===== src/rtl/czonotope_reader.sv =====
// Streams a stored constrained zonotope (c, G, A, b) out of four sync-read RAMs
// as a tagged valid/ready beat sequence, through a 2-entry output buffer.
module czonotope_reader #(
    parameter int unsigned NMAX       = 3,
    parameter int unsigned NGMAX      = 15,
    parameter int unsigned NCMAX      = 12,
    parameter int unsigned DATA_WIDTH = 32,
    localparam int unsigned N_W  = $clog2(NMAX + 1),
    localparam int unsigned NG_W = $clog2(NGMAX + 1),
    localparam int unsigned NC_W = $clog2(NCMAX + 1),
    localparam int unsigned CR_W = (NMAX > 1) ? $clog2(NMAX) : 1,
    localparam int unsigned GC_W = (NGMAX > 1) ? $clog2(NGMAX) : 1,
    localparam int unsigned AR_W = (NCMAX > 1) ? $clog2(NCMAX) : 1
) (
    input  logic                  clk_i,
    input  logic                  rstn_i,
    input  logic                  start_i,
    input  logic [N_W-1:0]        n_i,
    input  logic [NG_W-1:0]       ng_i,
    input  logic [NC_W-1:0]       nc_i,
    output logic [CR_W-1:0]       c_addr,
    input  logic [DATA_WIDTH-1:0] c_rdata,
    output logic [CR_W-1:0]       G_raddr,
    output logic [GC_W-1:0]       G_caddr,
    input  logic [DATA_WIDTH-1:0] G_rdata,
    output logic [AR_W-1:0]       A_raddr,
    output logic [GC_W-1:0]       A_caddr,
    input  logic [DATA_WIDTH-1:0] A_rdata,
    output logic [AR_W-1:0]       b_addr,
    input  logic [DATA_WIDTH-1:0] b_rdata,
    output logic                  m_valid,
    input  logic                  m_ready,
    output logic [DATA_WIDTH-1:0] m_data,
    output logic [1:0]            m_field,
    output logic                  m_last,
    output logic                  busy,
    output logic                  done
);

    localparam int unsigned ROW_W = (N_W > NC_W) ? N_W : NC_W;

    typedef enum logic [2:0] {IDLE, RD_C, RD_G, RD_A, RD_B, DRAIN} state_t;

    state_t                state_q, state_n, nxt_sec_c, first_c;
    logic [ROW_W-1:0]      r_q, r_n, row_lim_c;
    logic [NG_W-1:0]       k_q, k_n;
    logic [N_W-1:0]        n_q;
    logic [NG_W-1:0]       ng_q;
    logic [NC_W-1:0]       nc_q;
    logic                  rd_q, rd_last_q;
    logic [1:0]            rd_field_q, sec_field_c;
    logic [1:0]            buf_cnt_q, buf_cnt_n, cnt_pop_c;
    logic [2:0]            occ_c;
    logic [DATA_WIDTH-1:0] sk_data_q, in_data_c;
    logic [1:0]            sk_field_q;
    logic                  sk_last_q;
    logic                  pop_c, in_sec_c, issue_c, row_end_c, col_end_c, sec_end_c;
    logic                  accept_c, last_hs_c;

    // Next non-empty section after s; IDLE yields the first one, DRAIN means none left.
    function automatic state_t sec_after(input state_t s, input logic hc, input logic hg,
                                         input logic ha, input logic hb);
        sec_after = DRAIN;
        if (hb && s != RD_B) sec_after = RD_B;
        if (ha && (s == IDLE || s == RD_C || s == RD_G)) sec_after = RD_A;
        if (hg && (s == IDLE || s == RD_C)) sec_after = RD_G;
        if (hc && s == IDLE) sec_after = RD_C;
    endfunction

    always_comb begin
        pop_c     = m_valid && m_ready;
        last_hs_c = pop_c && m_last;
        // Entries held after this edge: buffered minus pop plus the read landing now.
        occ_c     = 3'(buf_cnt_q) + 3'(rd_q) - 3'(pop_c);
        buf_cnt_n = 2'(occ_c);
        cnt_pop_c = 2'(buf_cnt_q - 2'(pop_c));
        in_sec_c  = (state_q == RD_C) || (state_q == RD_G) ||
                    (state_q == RD_A) || (state_q == RD_B);
        issue_c   = in_sec_c && (occ_c < 3'd2);
        row_lim_c = (state_q == RD_C || state_q == RD_G) ? ROW_W'(n_q) : ROW_W'(nc_q);
        row_end_c = (ROW_W'(r_q + 1'b1) == row_lim_c);
        col_end_c = (NG_W'(k_q + 1'b1) == ng_q);
        sec_end_c = row_end_c && (state_q == RD_C || state_q == RD_B || col_end_c);
        nxt_sec_c = sec_after(state_q, n_q != '0, (n_q != '0) && (ng_q != '0),
                              (nc_q != '0) && (ng_q != '0), nc_q != '0);
        first_c   = sec_after(IDLE, n_i != '0, (n_i != '0) && (ng_i != '0),
                              (nc_i != '0) && (ng_i != '0), nc_i != '0);
        accept_c  = (state_q == IDLE) && !busy && start_i;

        case (state_q)
            RD_G:    sec_field_c = 2'd1;
            RD_A:    sec_field_c = 2'd2;
            RD_B:    sec_field_c = 2'd3;
            default: sec_field_c = 2'd0;
        endcase

        case (rd_field_q)
            2'd1:    in_data_c = G_rdata;
            2'd2:    in_data_c = A_rdata;
            2'd3:    in_data_c = b_rdata;
            default: in_data_c = c_rdata;
        endcase

        state_n = state_q;
        r_n     = r_q;
        k_n     = k_q;
        case (state_q)
            IDLE: begin
                if (accept_c) begin
                    state_n = (first_c == DRAIN) ? IDLE : first_c;
                    r_n     = '0;
                    k_n     = '0;
                end
            end
            RD_C, RD_G, RD_A, RD_B: begin
                if (issue_c) begin
                    if (sec_end_c) begin
                        state_n = nxt_sec_c;
                        r_n     = '0;
                        k_n     = '0;
                    end else if (row_end_c) begin
                        r_n = '0;
                        k_n = NG_W'(k_q + 1'b1);
                    end else begin
                        r_n = ROW_W'(r_q + 1'b1);
                    end
                end
            end
            DRAIN: begin
                if (last_hs_c) state_n = IDLE;
            end
            default: state_n = IDLE;
        endcase
    end

    always_ff @(posedge clk_i or negedge rstn_i) begin
        if (!rstn_i) begin
            state_q    <= IDLE;
            r_q        <= '0;
            k_q        <= '0;
            n_q        <= '0;
            ng_q       <= '0;
            nc_q       <= '0;
            c_addr     <= '0;
            G_raddr    <= '0;
            G_caddr    <= '0;
            A_raddr    <= '0;
            A_caddr    <= '0;
            b_addr     <= '0;
            rd_q       <= 1'b0;
            rd_last_q  <= 1'b0;
            rd_field_q <= '0;
            buf_cnt_q  <= '0;
            sk_data_q  <= '0;
            sk_field_q <= '0;
            sk_last_q  <= 1'b0;
            m_valid    <= 1'b0;
            m_data     <= '0;
            m_field    <= '0;
            m_last     <= 1'b0;
            busy       <= 1'b0;
            done       <= 1'b0;
        end else begin
            state_q <= state_n;
            r_q     <= r_n;
            k_q     <= k_n;
            // Address registers follow the next read position; idle ports sit at 0.
            c_addr  <= (state_n == RD_C) ? CR_W'(r_n) : '0;
            G_raddr <= (state_n == RD_G) ? CR_W'(r_n) : '0;
            G_caddr <= (state_n == RD_G) ? GC_W'(k_n) : '0;
            A_raddr <= (state_n == RD_A) ? AR_W'(r_n) : '0;
            A_caddr <= (state_n == RD_A) ? GC_W'(k_n) : '0;
            b_addr  <= (state_n == RD_B) ? AR_W'(r_n) : '0;

            if (accept_c) begin
                n_q  <= n_i;
                ng_q <= ng_i;
                nc_q <= nc_i;
            end

            done <= ((state_q == DRAIN) && last_hs_c) || (accept_c && (first_c == DRAIN));
            if (accept_c) begin
                busy <= 1'b1;
            end else if (((state_q == DRAIN) && last_hs_c) || (state_q == IDLE)) begin
                busy <= 1'b0;
            end

            rd_q       <= issue_c;
            rd_field_q <= sec_field_c;
            rd_last_q  <= issue_c && sec_end_c && (nxt_sec_c == DRAIN);

            // Head entry drives the stream; skid entry refills it on pop.
            if (pop_c && buf_cnt_q == 2'd2) begin
                m_data  <= sk_data_q;
                m_field <= sk_field_q;
                m_last  <= sk_last_q;
            end
            if (rd_q) begin
                if (cnt_pop_c == 2'd0) begin
                    m_data  <= in_data_c;
                    m_field <= rd_field_q;
                    m_last  <= rd_last_q;
                end else begin
                    sk_data_q  <= in_data_c;
                    sk_field_q <= rd_field_q;
                    sk_last_q  <= rd_last_q;
                end
            end
            if (buf_cnt_n == 2'd0) m_last <= 1'b0;
            buf_cnt_q <= buf_cnt_n;
            m_valid   <= (buf_cnt_n != 2'd0);
        end
    end

endmodule


===== config.mk =====
export PLATFORM = sky130hd
export DESIGN_NAME = czonotope_reader
export DESIGN_NICKNAME = d
export VERILOG_FILES = /design/src/rtl/czonotope_reader.sv
export SDC_FILE = /design/constraint.sdc
export NUM_CORES = 1
export LEC_CHECK = 0
export ABC_CLOCK_PERIOD_IN_PS = 3400
export CAP_MARGIN = 20
export CORE_MARGIN = 1.5
export CORE_UTILIZATION = 47
export DETAILED_ROUTE_END_ITERATION = 6
export GPL_TIMING_DRIVEN = 0
export PLACE_DENSITY_LB_ADDON = 0.08
export SYNTH_ARGS = -nofsm -noshare
export SYNTH_HDL_FRONTEND = slang
export SYNTH_SLANG_ARGS = --single-unit
export TNS_END_PERCENT = 10

===== constraint.sdc =====
create_clock -name clk_i -period 3.4 [get_ports clk_i]
set_clock_uncertainty 0.05 [all_clocks]
set_input_delay 0.85 -clock clk_i [delete_from_list [all_inputs] [get_ports clk_i]]
set_output_delay 0.85 -clock clk_i [all_outputs]
set_load 0.02 [all_outputs]

# After elaboration in Yosys (flattened, before gate mapping)
# Index checks and enable logic that the tools add are counted.
# Widths: inputs -> output; s select.
[classes] n_eq_ne=18 n_mux=45 magnitude_cmp=1 addsub=5 n_reduce_logical=42 bitwise_logic=1
[ops] cell="$mux 32" n=3
[ops] cell="$pmux 32 s3" n=1
[ops] cell="$mux 4" n=13
[ops] cell="$mux 3" n=11
[ops] cell="$logic_and 1x1->1" n=19
[ops] cell="$pmux 4 s2" n=2
[ops] cell="$reduce_bool 4->1" n=4
[ops] cell="$eq 3x3->1 const B" n=5
[ops] cell="$eq 3x2->1 const B" n=4
[ops] cell="$mux 2" n=5
[ops] cell="$logic_or 1x1->1" n=9
[ops] cell="$pmux 3 s3" n=1
[ops] cell="$add 4x1->4 const B" n=2
[ops] cell="$eq 4x4->1" n=2
[ops] cell="$mux 1" n=8
[ops] cell="$reduce_bool 2->1" n=4
[ops] cell="$eq 2x2->1 const B" n=3
[ops] cell="$eq 3x1->1 const B" n=2
[ops] cell="$pmux 2 s3" n=1
[ops] cell="$logic_not 2->1" n=2
[ops] cell="$reduce_or 4->1" n=1
[ops] cell="$add 2x1->3" n=1
[ops] cell="$logic_not 3->1" n=1
[ops] cell="$lt 3x2->1 const B" n=1
[ops] cell="other kinds (7)" n=7
[word_totals] in_bits=142 output_inout_bits=58 regBits=120

# Depth between registers and ports, before layout
# Gate-level depths: netlist of run 1.
[depth] word_depth=12 ltp_mapped=14 ltp_nobuf=12

# Worst setup path after synthesis of run 1
# No wires, ideal clock.
[synth_timing] path_type="input-to-reg" start="input m_ready" end="register b_addr[0]" slack_ns=-0.126 required_time_ns=3.263 setup_ns=0.087 path_buffers=2 cell_stages=14 arrival_ns=3.389 cell_sequence="nand2_1 xnor2_1 ha_1 inv_1 fa_1 xnor2_1 nand2_1 a211oi_2 and4_1 buf_4 mux2i_4 inv_2 buf_6 nor3_1"
[synth_via] elab_chain_len=8 elab_cells_between_ends=12 cone_classes="add/sub: 1; order compare: 1; eq/ne: 1; mux: 6; reduce/logical: 3"
[synth_lines] item="start: declaration" line="32" rtl="input logic m_ready,"
[synth_lines] item="$logic_and 1x1->1 (*)" line="71" rtl="pop_c = m_valid && m_ready;"
[synth_lines] item="$sub 3x1->3" line="74" rtl="occ_c = 3'(buf_cnt_q) + 3'(rd_q) - 3'(pop_c);"
[synth_lines] item="$lt 3x2->1" line="79" rtl="issue_c = in_sec_c && (occ_c < 3'd2);"
[synth_lines] item="$logic_and 1x1->1" line="79"
[synth_lines] item="$mux 3" line="116" rtl="if (issue_c) begin"
[synth_lines] item="$pmux 3 s3 (*)" line="107" rtl="case (state_q)"
[synth_lines] item="via state_n[0]" line="44" rtl="state_t state_q, state_n, nxt_sec_c, first_c;"
[synth_lines] item="$eq 3x3->1 (*)" line="173" rtl="b_addr <= (state_n == RD_B) ? AR_W'(r_n) : '0;"
[synth_lines] item="$mux 4 (*)" line="173"
[synth_lines] item="end signal: assignment" line="173"
[synth_lines] item="end: declaration" line="29" rtl="output logic [AR_W-1:0] b_addr,"
# Mark *: on every way through the listed nets, which the timed path passes. The rest lies on a longest branch.
# A chain may end at the register's enable or synchronous reset.

# Final worst setup path of run 1
[layout_timing] start="input m_ready" end="register b_addr[2]"
[layout_via] elab_chain_len=8 elab_cells_between_ends=12 cone_classes="add/sub: 1; order compare: 1; eq/ne: 1; mux: 6; reduce/logical: 3"
[layout_lines] item="$logic_and 1x1->1 (*)" line="71"
[layout_lines] item="$sub 3x1->3" line="74"
[layout_lines] item="$lt 3x2->1" line="79"
[layout_lines] item="$logic_and 1x1->1" line="79"
[layout_lines] item="$mux 3" line="116"
[layout_lines] item="$pmux 3 s3" line="107"
[layout_lines] item="$eq 3x3->1" line="173"
[layout_lines] item="$mux 4 (*)" line="173"
# Mark *: on every way between the ends. The rest lies on a longest branch, timed or not.

==> results of run 1 <==
[Yosys cell counts, drive strengths merged, types with 2 or more instances]
| cell | count | area [sq um] |
|---|---|---|
| or2 | 4 | 25.03 |
| xor2 | 4 | 35.03 |
| and2 | 3 | 18.77 |
| ha | 4 | 50.05 |
| a41oi | 2 | 17.52 |
| nor4 | 4 | 25.02 |
| nor2 | 7 | 26.28 |
| o21ai | 54 | 270.3 |
| nor3 | 10 | 55.05 |
| inv | 16 | 60.06 |
| o22ai | 3 | 18.77 |
| a21o | 3 | 22.52 |
| a32oi | 2 | 17.52 |
| buf | 9 | 56.30 |
| mux2i | 37 | 382.9 |
| a211oi | 13 | 135.1 |
| nor3b | 2 | 15.01 |
| mux2 | 35 | 394.1 |
| nor2b | 3 | 18.77 |
| a21oi | 5 | 25.02 |
| mux4 | 32 | 720.7 |
| xnor2 | 12 | 105.1 |
| nand3 | 7 | 35.03 |
| dfrtp | 120 | 3003 |
| clkbuf | 20 | 75.07 |
| nand2 | 77 | 291.5 |
| nand2b | 7 | 43.79 |
| o21a | 2 | 15.01 |
[how the worst max path moves through the flow]
| stage | from | endpoint | slack, ns | depth (start not counted) |
|---|---|---|---|---|
| global placement | rstn_i | ng_q[3] | -3.12 | 1 |
| detailed placement | m_ready | G_raddr[0] | -0.92 | 14 |
| CTS | m_ready | b_addr[1] | 0.13 | 15 |
| finish | m_ready | b_addr[2] | 0.16 | 15 |
| floorplan | m_ready | G_caddr[1] | -0.07 | 13 |
| global route | m_ready | A_caddr[0] | -0.04 | 13 |
[power by group]
part / switching (W) / internal [W]
clock network: 0.000612 / 0.00127
logic: 0.00216 / 0.00202
registers: 0.000342 / 0.00200
[cell type report]
| type | instances | area [sq um] | area share |
|---|---|---|---|
| inverters | 16 | 60.06 | 0.006495 |
| well taps | 172 | 215.2 | 0.02327 |
| plain buffers | 29 | 138.9 | 0.01502 |
| clock inverters | 9 | 147.6 | 0.01597 |
| flip-flops and latches | 120 | 3003 | 0.3248 |
| clock buffers | 21 | 470.5 | 0.05088 |
| multi-input cells | 351 | 3054 | 0.3303 |
| repair buffers | 214 | 2157 | 0.2333 |
[layer usage]
metal	global-route usage	vias to the layer above	wire, microns
met5	0	-	0
met2	0.4147	173	7994
met4	0.07639	0	206
met1	0.3111	2498	6958
met3	0.05691	13	821
li1	-	2343	-
[worst max-delay path, cell delays in order]
cell and delay, ns:
clkbuf_2 0.09, nand2_2 0.07, xnor2_2 0.17, ha_2 0.20, inv_2 0.04, fa_2 0.39
xnor2_2 0.20, nand2_2 0.10, a211oi_4 0.30, and4_1 0.25, buf_6 0.13, mux2i_4 0.28
inv_2 0.12, buf_4 0.15, a211oi_2 0.15
[stage by stage]
step	cell area (sq um)	total power, W	cells
3_3_place_gp	8411	0.006080	887
5_1_grt	9246	0.008919	932
2_1_floorplan	6203	0.004901	516
6_report	9246	0.008409	932
3_5_place_dp	8439	0.006193	888
4_1_cts	9201	0.008374	930
[kinds of logic (layout without fill, tap and decap cells)]
logic type / after synthesis / in the layout
compound gates: 93 / 93
xor+xnor: 16 / 16
fa+ha+maj: 5 / 5
buf+inv: 45 / 289
flops: 120 / 120
mux: 104 / 104
simple gates: 133 / 133
[what timing repair did]
item                                    4_1_cts  5_1_grt
hold buffers                                  0        0
cloned                                        1        0
gates resized for setup                       4       10
endpoints found under the setup margin       29       14
pin swaps                                     9        9
buffers inserted                             11        2
[layout by cell type, fill, tap and decap left out, types with 4 or more instances in the layout]
master	n
clkdlybuf4s50_1	197
dfrtp_1	120
nand2_1	74
o21ai_0	51
mux2i_1	35
mux2_2	35
mux4_2	32
clkbuf_1	21
clkbuf_16	17
inv_1	13
buf_4	11
xnor2_1	10
nor2_1	7
nand3_1	7
nand2b_1	7
a211oi_2	6
a21oi_1	5
nor3_1	5
a211oi_1	5
xor2_1	4
buf_6	4
nor4_1	4
bufinv_16	4
clkinv_2	4
==> key figures, run 1 <==
Global routing
  – Total Routing Usage GR: 0.2443
  – Overflow after GRT: 0
  – First-pass GRT wire length: 26,870 microns
  – Initial antenna violation count: 0
  – Largest net degree at the start of global routing: 63
  – Vias in the first global route: 5,288

Timing
  – Setup slack after layout: 0.1577 ns
  – RSZ-0062 raised after global routing: true
  – Worst hold slack: 0.3606 ns
  – FMAX: 0.3084 GHz
  – Fin crit period: 3.242 ns
  – Pins Over Slew Limit: 0
  – Final setup viols: 0
  – Setup TNS: 0 ns
  – Worst slew margin relative to its limit: 0.3475
  – Final Cycle Share: 0.9536
  – Worst-Margin Slew: 0.9698 ns
  – Final Hold Violating Endpoints: 0

Routing
  – Routed length per placed instance: 17.15 microns
  – Routed Antenna Nets: 0
  – Via-to-Cell Ratio: 5.394
  – DRT iter0 DRCs: 248
  – TritonRoute pass-1 iters: 4
  – Final wirelength: 15,980 microns
  – Post-route DRC: 0
  – Via count: 5,027

Yosys
  – XOR/XNOR Fraction of Synth Area: 0.02277
  – Syn_nets: 663
  – Multiplexer area fraction after synthesis: 0.2434
  – Compound-Gate Fraction of Synth Area: 0.1000
  – Prevailing post-synth register cell: dfrtp_1
  – Avg Synthesized Cell Area: 11.93 sq um
  – Async set-or-reset flop fraction in the synthesized netlist: 1.000
  – Post-Synth Simple-Gate Area: 0.1033
  – Synthesis Warnings: 0
  – Seq cells post-synth: 120
  – Register area share after synthesis: 0.4880
  – Main combinational cell family by area after synthesis: multiplexers
  – EDFF count, synth: 0
  – Adder-Cell Fraction of Synth Area: 0.01139
  – Synth cell types: 58
  – Synth Instances: 516
  – Cell Area, Synth: 6153 sq um

CTS
  – Root Driver: clkbuf_16
  – H-tree Lvls: 4
  – Clk buf depth: 2
  – Number of buffers created by CTS: 17
  – CTS tree: yes
  – CTS Sinks: 120
  – Worst skew pair latency: 0.41 ns
  – Worst-path clk slew: 0.05 ns

Worst setup path
  – Crit path max fanout: 5
  – Worst Path Arrival: 3.51 ns
  – Startpoint type of the worst setup path: input port
  – R2R setup slack: 0.30 ns
  – Crit path capture type: register
  – Crit Path Category: input port to register
  – Reg2Reg Depth: 14
  – Reg2reg start: m_valid
  – R2R Path End: b_addr[2]
  – WP data required: 3.66 ns

Power and ir drop
  – PwrDens: 909.5 nW/um^2
  – Worst VDD drop: 432.3 uV
  – Leak: 3.982 nW

Place
  – Pre-CTS WS: -0.9161 ns
  – DP HPWL: 11,720 microns
  – Port Buf Inserts: 199
  – GPL Wtd Cong: 0.8927

Floorplan
  – Die Wd: 117.4 microns
  – Row count: 41
  – Full die area: 13,790 sq um
  – Core area: 12,720 sq um
  – Die Span Y: 117.4 microns
  – Number of I/O pins: 200
  – Initial Utilization: 0.4837

Layout
  – Biggest regs: m_data (32), sk_data_q (32)
  – Layout cell share with drive strength beyond 1: 0.2000
  – Filler Cells Inserted: 958
  – Area growth from synthesis to layout: 50.26%
  – Nets: 896
  – N_diodes: 0
  – Final design utilization: 0.7268

Min path
  – Hold crit path type: input port to asynchronous set/reset pin

Status
  – Status: finished, final reports clean

Flow run
  – Maxcap violations: 0
Power figures use the tool's default switching activity.
==> inputs of run 2 (changes only) <==
SETUP_SLACK_MARGIN = 0.5   (was default)
==> run 2 against run 1 <==
First-iteration DRC count is 25% higher; combinational power is 1% higher; clock power is 6% higher; routed wire length is 2.1% higher; critical path depth stayed put; hold slack worse by 0.056 ns; global-route usage is 0.76 points higher; sequential share of layout area is 0.30 points lower; critical path type unchanged; highest routed layer unchanged.
==> key figures, run 2 (synthesized netlist as in run 1, its figures left out) <==
Status
  – Status: finished, final reports clean

Routing
  – Via count: 5,047
  – Top Layer Used: met4
  – Routed length per placed instance: 17.38 microns
  – Met2 WL: 8370 microns
  – TritonRoute pass-1 iters: 4
  – DRT iter0 DRCs: 311
  – Via-to-Cell Ratio: 5.375
  – Met3 wire length: 940 microns
  – Wl on met1: 6844 microns
  – Final wirelength: 16,320 microns
  – Routed Antenna Nets: 0
  – Post-route DRC: 0

Layout
  – N_diodes: 0
  – Most frequent cells in the layout: clkdlybuf4s50_1 (197), dfrtp_1 (120), nand2_1 (74), o21ai_0 (51)
  – Biggest regs: m_data (32), sk_data_q (32)
  – Area growth from synthesis to layout: 51.65%
  – Filler Cells Inserted: 905
  – Layout cell share with drive strength beyond 1: 0.2021
  – Nets: 901
  – Commonest non-fill, non-tap cell in the layout: clkdlybuf4s50_1
  – Sequential cell area: 3003 sq um
  – Multi-input gate area: 3055 sq um
  – Fin area: 9331 sq um

CTS
  – Clk buf depth: 2
  – Number of buffers created by CTS: 17
  – CTS Hold Bufs: 0
  – Worst-path clk slew: 0.05 ns
  – CTS Sinks: 120
  – Worst skew pair latency: 0.41 ns
  – Root Driver: clkbuf_16
  – H-tree Lvls: 4
  – CTS tree: yes

Worst setup path
  – Crit path max fanout: 5
  – Crit Path Category: input port to register
  – WP data required: 3.67 ns
  – Crit path max-delay family: adder cells
  – Startpoint type of the worst setup path: input port
  – Crit path capture type: register
  – Worst Path Buf+Inv: 5
  – Worst path max stage delay: 0.37 ns
  – Slowest cell on crit path: fa_2
  – Worst Path Arrival: 3.40 ns
  – CP Cell Sequence: buf_8 > nand2_8 > xnor2_4 > ha_2 > inv_2 > fa_2 > xnor2_2 > nand2_2 > a211oi_4 > and4_1 > buf_6 > mux2i_4 > inv_2 > buf_8 > a211oi_4

Flow run
  – Maxcap violations: 0

Timing
  – Final Cycle Share: 0.9199
  – Worst-Margin Slew: 0.8828 ns
  – RSZ-0062 raised after global routing: true
  – Setup slack after layout: 0.2724 ns
  – Pins Over Slew Limit: 0
  – Fin crit period: 3.128 ns
  – Final setup viols: 0
  – Final Hold Violating Endpoints: 0
  – Worst slew margin relative to its limit: 0.4061
  – FMAX: 0.3197 GHz

Floorplan
  – Core area: 12,720 sq um
  – Row count: 41
  – Number of I/O pins: 200
  – Full die area: 13,790 sq um
  – Initial Utilization: 0.4837
  – Die Wd: 117.4 microns
  – Die Span Y: 117.4 microns

Power and ir drop
  – Worst VDD drop: 476.9 uV
  – PwrDens: 920.2 nW/um^2
  – Leak: 4.011 nW

Place
  – GPL Wtd Cong: 0.8744
  – Pre-CTS WS: -0.9816 ns
  – DP HPWL: 11,760 microns
  – Port Buf Inserts: 199
  – Cell area after placement: 8464 sq um

Global routing
  – First-pass GRT wire length: 27,590 microns
  – Total Routing Usage GR: 0.2520
  – Initial antenna violation count: 0
  – Largest net degree at the start of global routing: 79
  – Overflow after GRT: 0
  – Vias in the first global route: 5,453

Min path
  – Hold crit path type: input port to asynchronous set/reset pin
==> run 2: cell count changes in the layout (fill, tap and decap cells not counted), moves of 2 or more <==
| cell | change |
|---|---|
| a211oi_2 | -3 |
| a211oi_1 | +2 |
| nor3_4 | -2 |
| buf_4 | +6 |
==> run 2: metrics by stage <==
stage               setup TNS, ns  utilization  total power [W]  std cells  hold slack, ns
detailed placement         -42.10       0.6653         0.006219        888          0.4424
CTS                             0       0.7313         0.008570        937          0.3121
floorplan                 -0.1714            -         0.004924        516          0.4287
finish                          0       0.7335         0.008587        939          0.3050
global placement          -406.20       0.6631         0.006108        887          0.4354
global route                    0       0.7335         0.009103        939          0.3230
==> run 2: repair_timing <==
item                                    CTS  global route
endpoints found under the setup margin   97            94
pin swaps                                10             0
setup buffers                            16             2
gates cloned                              1             0
gates resized for setup                  11             4
==> run 2: path summary, 6_finish.rpt <==
| check | start | to | slack [ns] | cells past startpoint |
|---|---|---|---|---|
| setup / recovery | m_ready | G_caddr[0] | 0.27 | 15 |
| hold / removal | rstn_i | m_data[25] | 0.31 | 1 |
| hold reg to reg | sk_data_q[11] | sk_data_q[11] | 0.45 | 1 |
| max in group asynchronous | rstn_i | sk_data_q[8] | 2.30 | 2 |
| min in group clk_i | sk_data_q[11] | sk_data_q[11] | 0.45 | 1 |
| setup reg to reg | m_valid | G_caddr[0] | 0.31 | 14 |
==> run 2: per-layer routing <==
layer / GRT usage / vias up
met5: 0 / -
met4: 0.07022 / 0
met3: 0.06226 / 16
met2: 0.4390 / 164
met1: 0.3121 / 2509
li1: - / 2358
==> run 2: power breakdown <==
group / internal, W / switching (W) / leakage (nW) / total, W
Combinational: 0.00207 / 0.00217 / 2.17 / 0.00424
Clock: 0.00137 / 0.000610 / 0.324 / 0.00199
Sequential: 0.00200 / 0.000360 / 1.52 / 0.00236
Total: 0.00544 / 0.00314 / 4.01 / 0.00859
==> run 2: area by class of cell <==
type,count,area share
Inverter,16,0.006436
Sequential cell,120,0.3218
Clock buffer,24,0.05270
Tap cell,172,0.02306
Buffer,29,0.01502
Multi-Input combinational cell,351,0.3274
Timing Repair Buffer,219,0.2359
Clock inverter,8,0.01770
==> run 2: worst reg2reg max path, stage by stage, from the launching register on <==
cell and delay [ns]:
dfrtp_1 0.46, nand2_8 0.09, xnor2_4 0.14, ha_2 0.19, inv_2 0.04, fa_2 0.37
xnor2_2 0.18, nand2_2 0.11, a211oi_4 0.24, and4_1 0.25, buf_6 0.13, mux2i_4 0.28
inv_2 0.11, buf_8 0.15, a211oi_4 0.21
==> RTL edit (flow settings as in run 1) <==
Take the reset off `r_q` and load it in a clocked block of its own.
--- a/src/rtl/czonotope_reader.sv
+++ b/src/rtl/czonotope_reader.sv
@@ -136,7 +136,6 @@
     always_ff @(posedge clk_i or negedge rstn_i) begin
         if (!rstn_i) begin
             state_q    <= IDLE;
-            r_q        <= '0;
             k_q        <= '0;
             n_q        <= '0;
             ng_q       <= '0;
@@ -162,7 +161,6 @@
             done       <= 1'b0;
         end else begin
             state_q <= state_n;
-            r_q     <= r_n;
             k_q     <= k_n;
             // Address registers follow the next read position; idle ports sit at 0.
             c_addr  <= (state_n == RD_C) ? CR_W'(r_n) : '0;
@@ -212,5 +210,9 @@
         end
     end
 
+    always_ff @(posedge clk_i) begin
+        r_q <= r_n;
+    end
+
 endmodule
 
Formal check against the unedited RTL: no difference found for any inputs over 4 cycles, from zero or initial values and one cycle with rstn_i low; that may be too few to reach the edited logic, so the function may still have changed.
==> RTL edit against run 1 <==
  * Setup slack improved by 0.044 ns
  * Non-clock buffer count increased by 3
  * Final area decreased by 1.3%
  * Utilization decreased by 0.62 points
  * Synthesized area decreased by 0.33%
  * Sequential cell count unchanged
  * Total power decreased by 3.0%
  * Wire length increased by 1.2%
  * Critical path type unchanged
==> RTL edit: results (changes against run 1) <==
outcome=complete, no violations; largest net degree at the start of global routing=67 (+6.3%); fraction of area in registers=0.327 (+0.00195); reg-to-reg setup timing slack=0.34 ns (+0.04 ns); synth cell count leaders=dfrtp_1 (116), nand2_1 (76), o21ai_0 (51); pre-CTS setup slack=-0.921 ns (-0.00495 ns); Detailed Route WL=16200 um (+1.2%); area of the multi-input gates=3040 um^2 (-0.57%); clock root buffer=clkbuf_16; synth unique cells=59 (+1.7%); Post-Syn Nets=663 (unchanged); 1st-iter DRT viols=208 (-16%); Worst-Margin Slew=0.984 ns (+0.0145 ns); TritonCTS Buffers=17 (unchanged); global-route wire length before repair=25400 um (-5.4%); Final setup viols=0 (unchanged); FF-to-FF Start=m_valid$_DFF_PN0_; Inverters=16 (unchanged); diode count=0 (unchanged); clock buf count=29 (+38%); signal buffers share of area=0.251 (+0.00303); register area share after synthesis=0.486 (-0.00167); WP data arrival=3.45 ns (-0.06 ns); drt via density=5.39 (-0.16%); LEAKAGE=3.90 nW (-2.0%); slowest cell on the critical path=fa_2; top post-synthesis cells by area=dfrtp_1 (47%), mux4_2 (12%), mux2_2 (6.4%); maximum clock insertion buffer count=2 (unchanged); layout cells sized above 1=0.193 (-0.00654); Signal buffers=246 (+1.2%); DP Wirelength=12000 um (+2.5%); fillcell total=959 (+0.10%); drt pass-1 iters=5 (+1); CTS clk-pin slew, worst paths=0.05 ns (about the same); core area=12700 um^2 (-0.40%); Yosys warnings=0 (unchanged); RePlAce Congestion=0.858 (-3.9%); DP Area=8420 um^2 (-0.24%); ClkCell Share=0.0592 (-0.00764); Tot GR Track Use=0.247 (+0.00242); reg-to-reg critical path endpoint=c_addr[1]$_DFF_PN0_; ys async rst share=0.967 (-0.0333); end-of-flow core utilization=0.721 (-0.00624); Top Family by Delay on Critical Path=simple AND/OR/NAND/NOR gates; nets=899 (+0.33%); # port buffers=199 (unchanged); vias in the first global route=5067 (-4.2%); maximum VDD drop=0.523 mV (+21%)
## RTL edit: kinds of logic after synthesis
group                    count (synthesis)  share of synthesized area
flip-flops                             120                      0.486
adder cells (fa/ha/maj)                  5                     0.0114
AO/OA/AOI/OAI                           93                      0.100
buffers and inverters                   45                     0.0312
multiplexers                           104                      0.244
XOR/XNOR                                16                     0.0228
AND/OR/NAND/NOR                        133                      0.104
## RTL edit: timing repair
item	4_1_cts	5_1_grt
pin swaps	9	10
endpoints found under the setup margin	29	16
buffers inserted	13	4
resized for setup	3	7
## RTL edit: how the worst max path moves through the flow
stage,startpoint,end,slack (ns),depth (start not counted)
3_5_place_dp,m_ready,G_caddr[3]$_DFF_PN0_,-0.92,14
4_1_cts,m_ready,G_caddr[2]$_DFF_PN0_,0.14,15
6_report,m_ready,c_addr[1]$_DFF_PN0_,0.20,15
3_3_place_gp,rstn_i,ng_q[2]$_DFFE_PN0P_,-2.94,1
5_1_grt,m_ready,c_addr[1]$_DFF_PN0_,0.05,15
2_1_floorplan,m_ready,G_caddr[1]$_DFF_PN0_,-0.07,13
## RTL edit: layer usage
metal  track usage  vias up  share of wire
met5             0        -              0
met3        0.0597       23          0.065
met4        0.0892        0          0.019
li1              -     2355              -
met2         0.416      161           0.49
met1         0.311     2507           0.42
## RTL edit: where the power goes
| group | switching, W | internal, W | total [W] |
|---|---|---|---|
| clock network | 0.000580 | 0.00106 | 0.00164 |
| registers | 0.000346 | 0.00200 | 0.00235 |
| logic | 0.00214 | 0.00203 | 0.00417 |
## RTL edit: per-stage QoR
step / hold slack (ns) / cells
finish: 0.330 / 937
global route: 0.350 / 937
CTS: 0.336 / 933
detailed placement: 0.443 / 888
global placement: 0.436 / 887
floorplan: 0.429 / 516
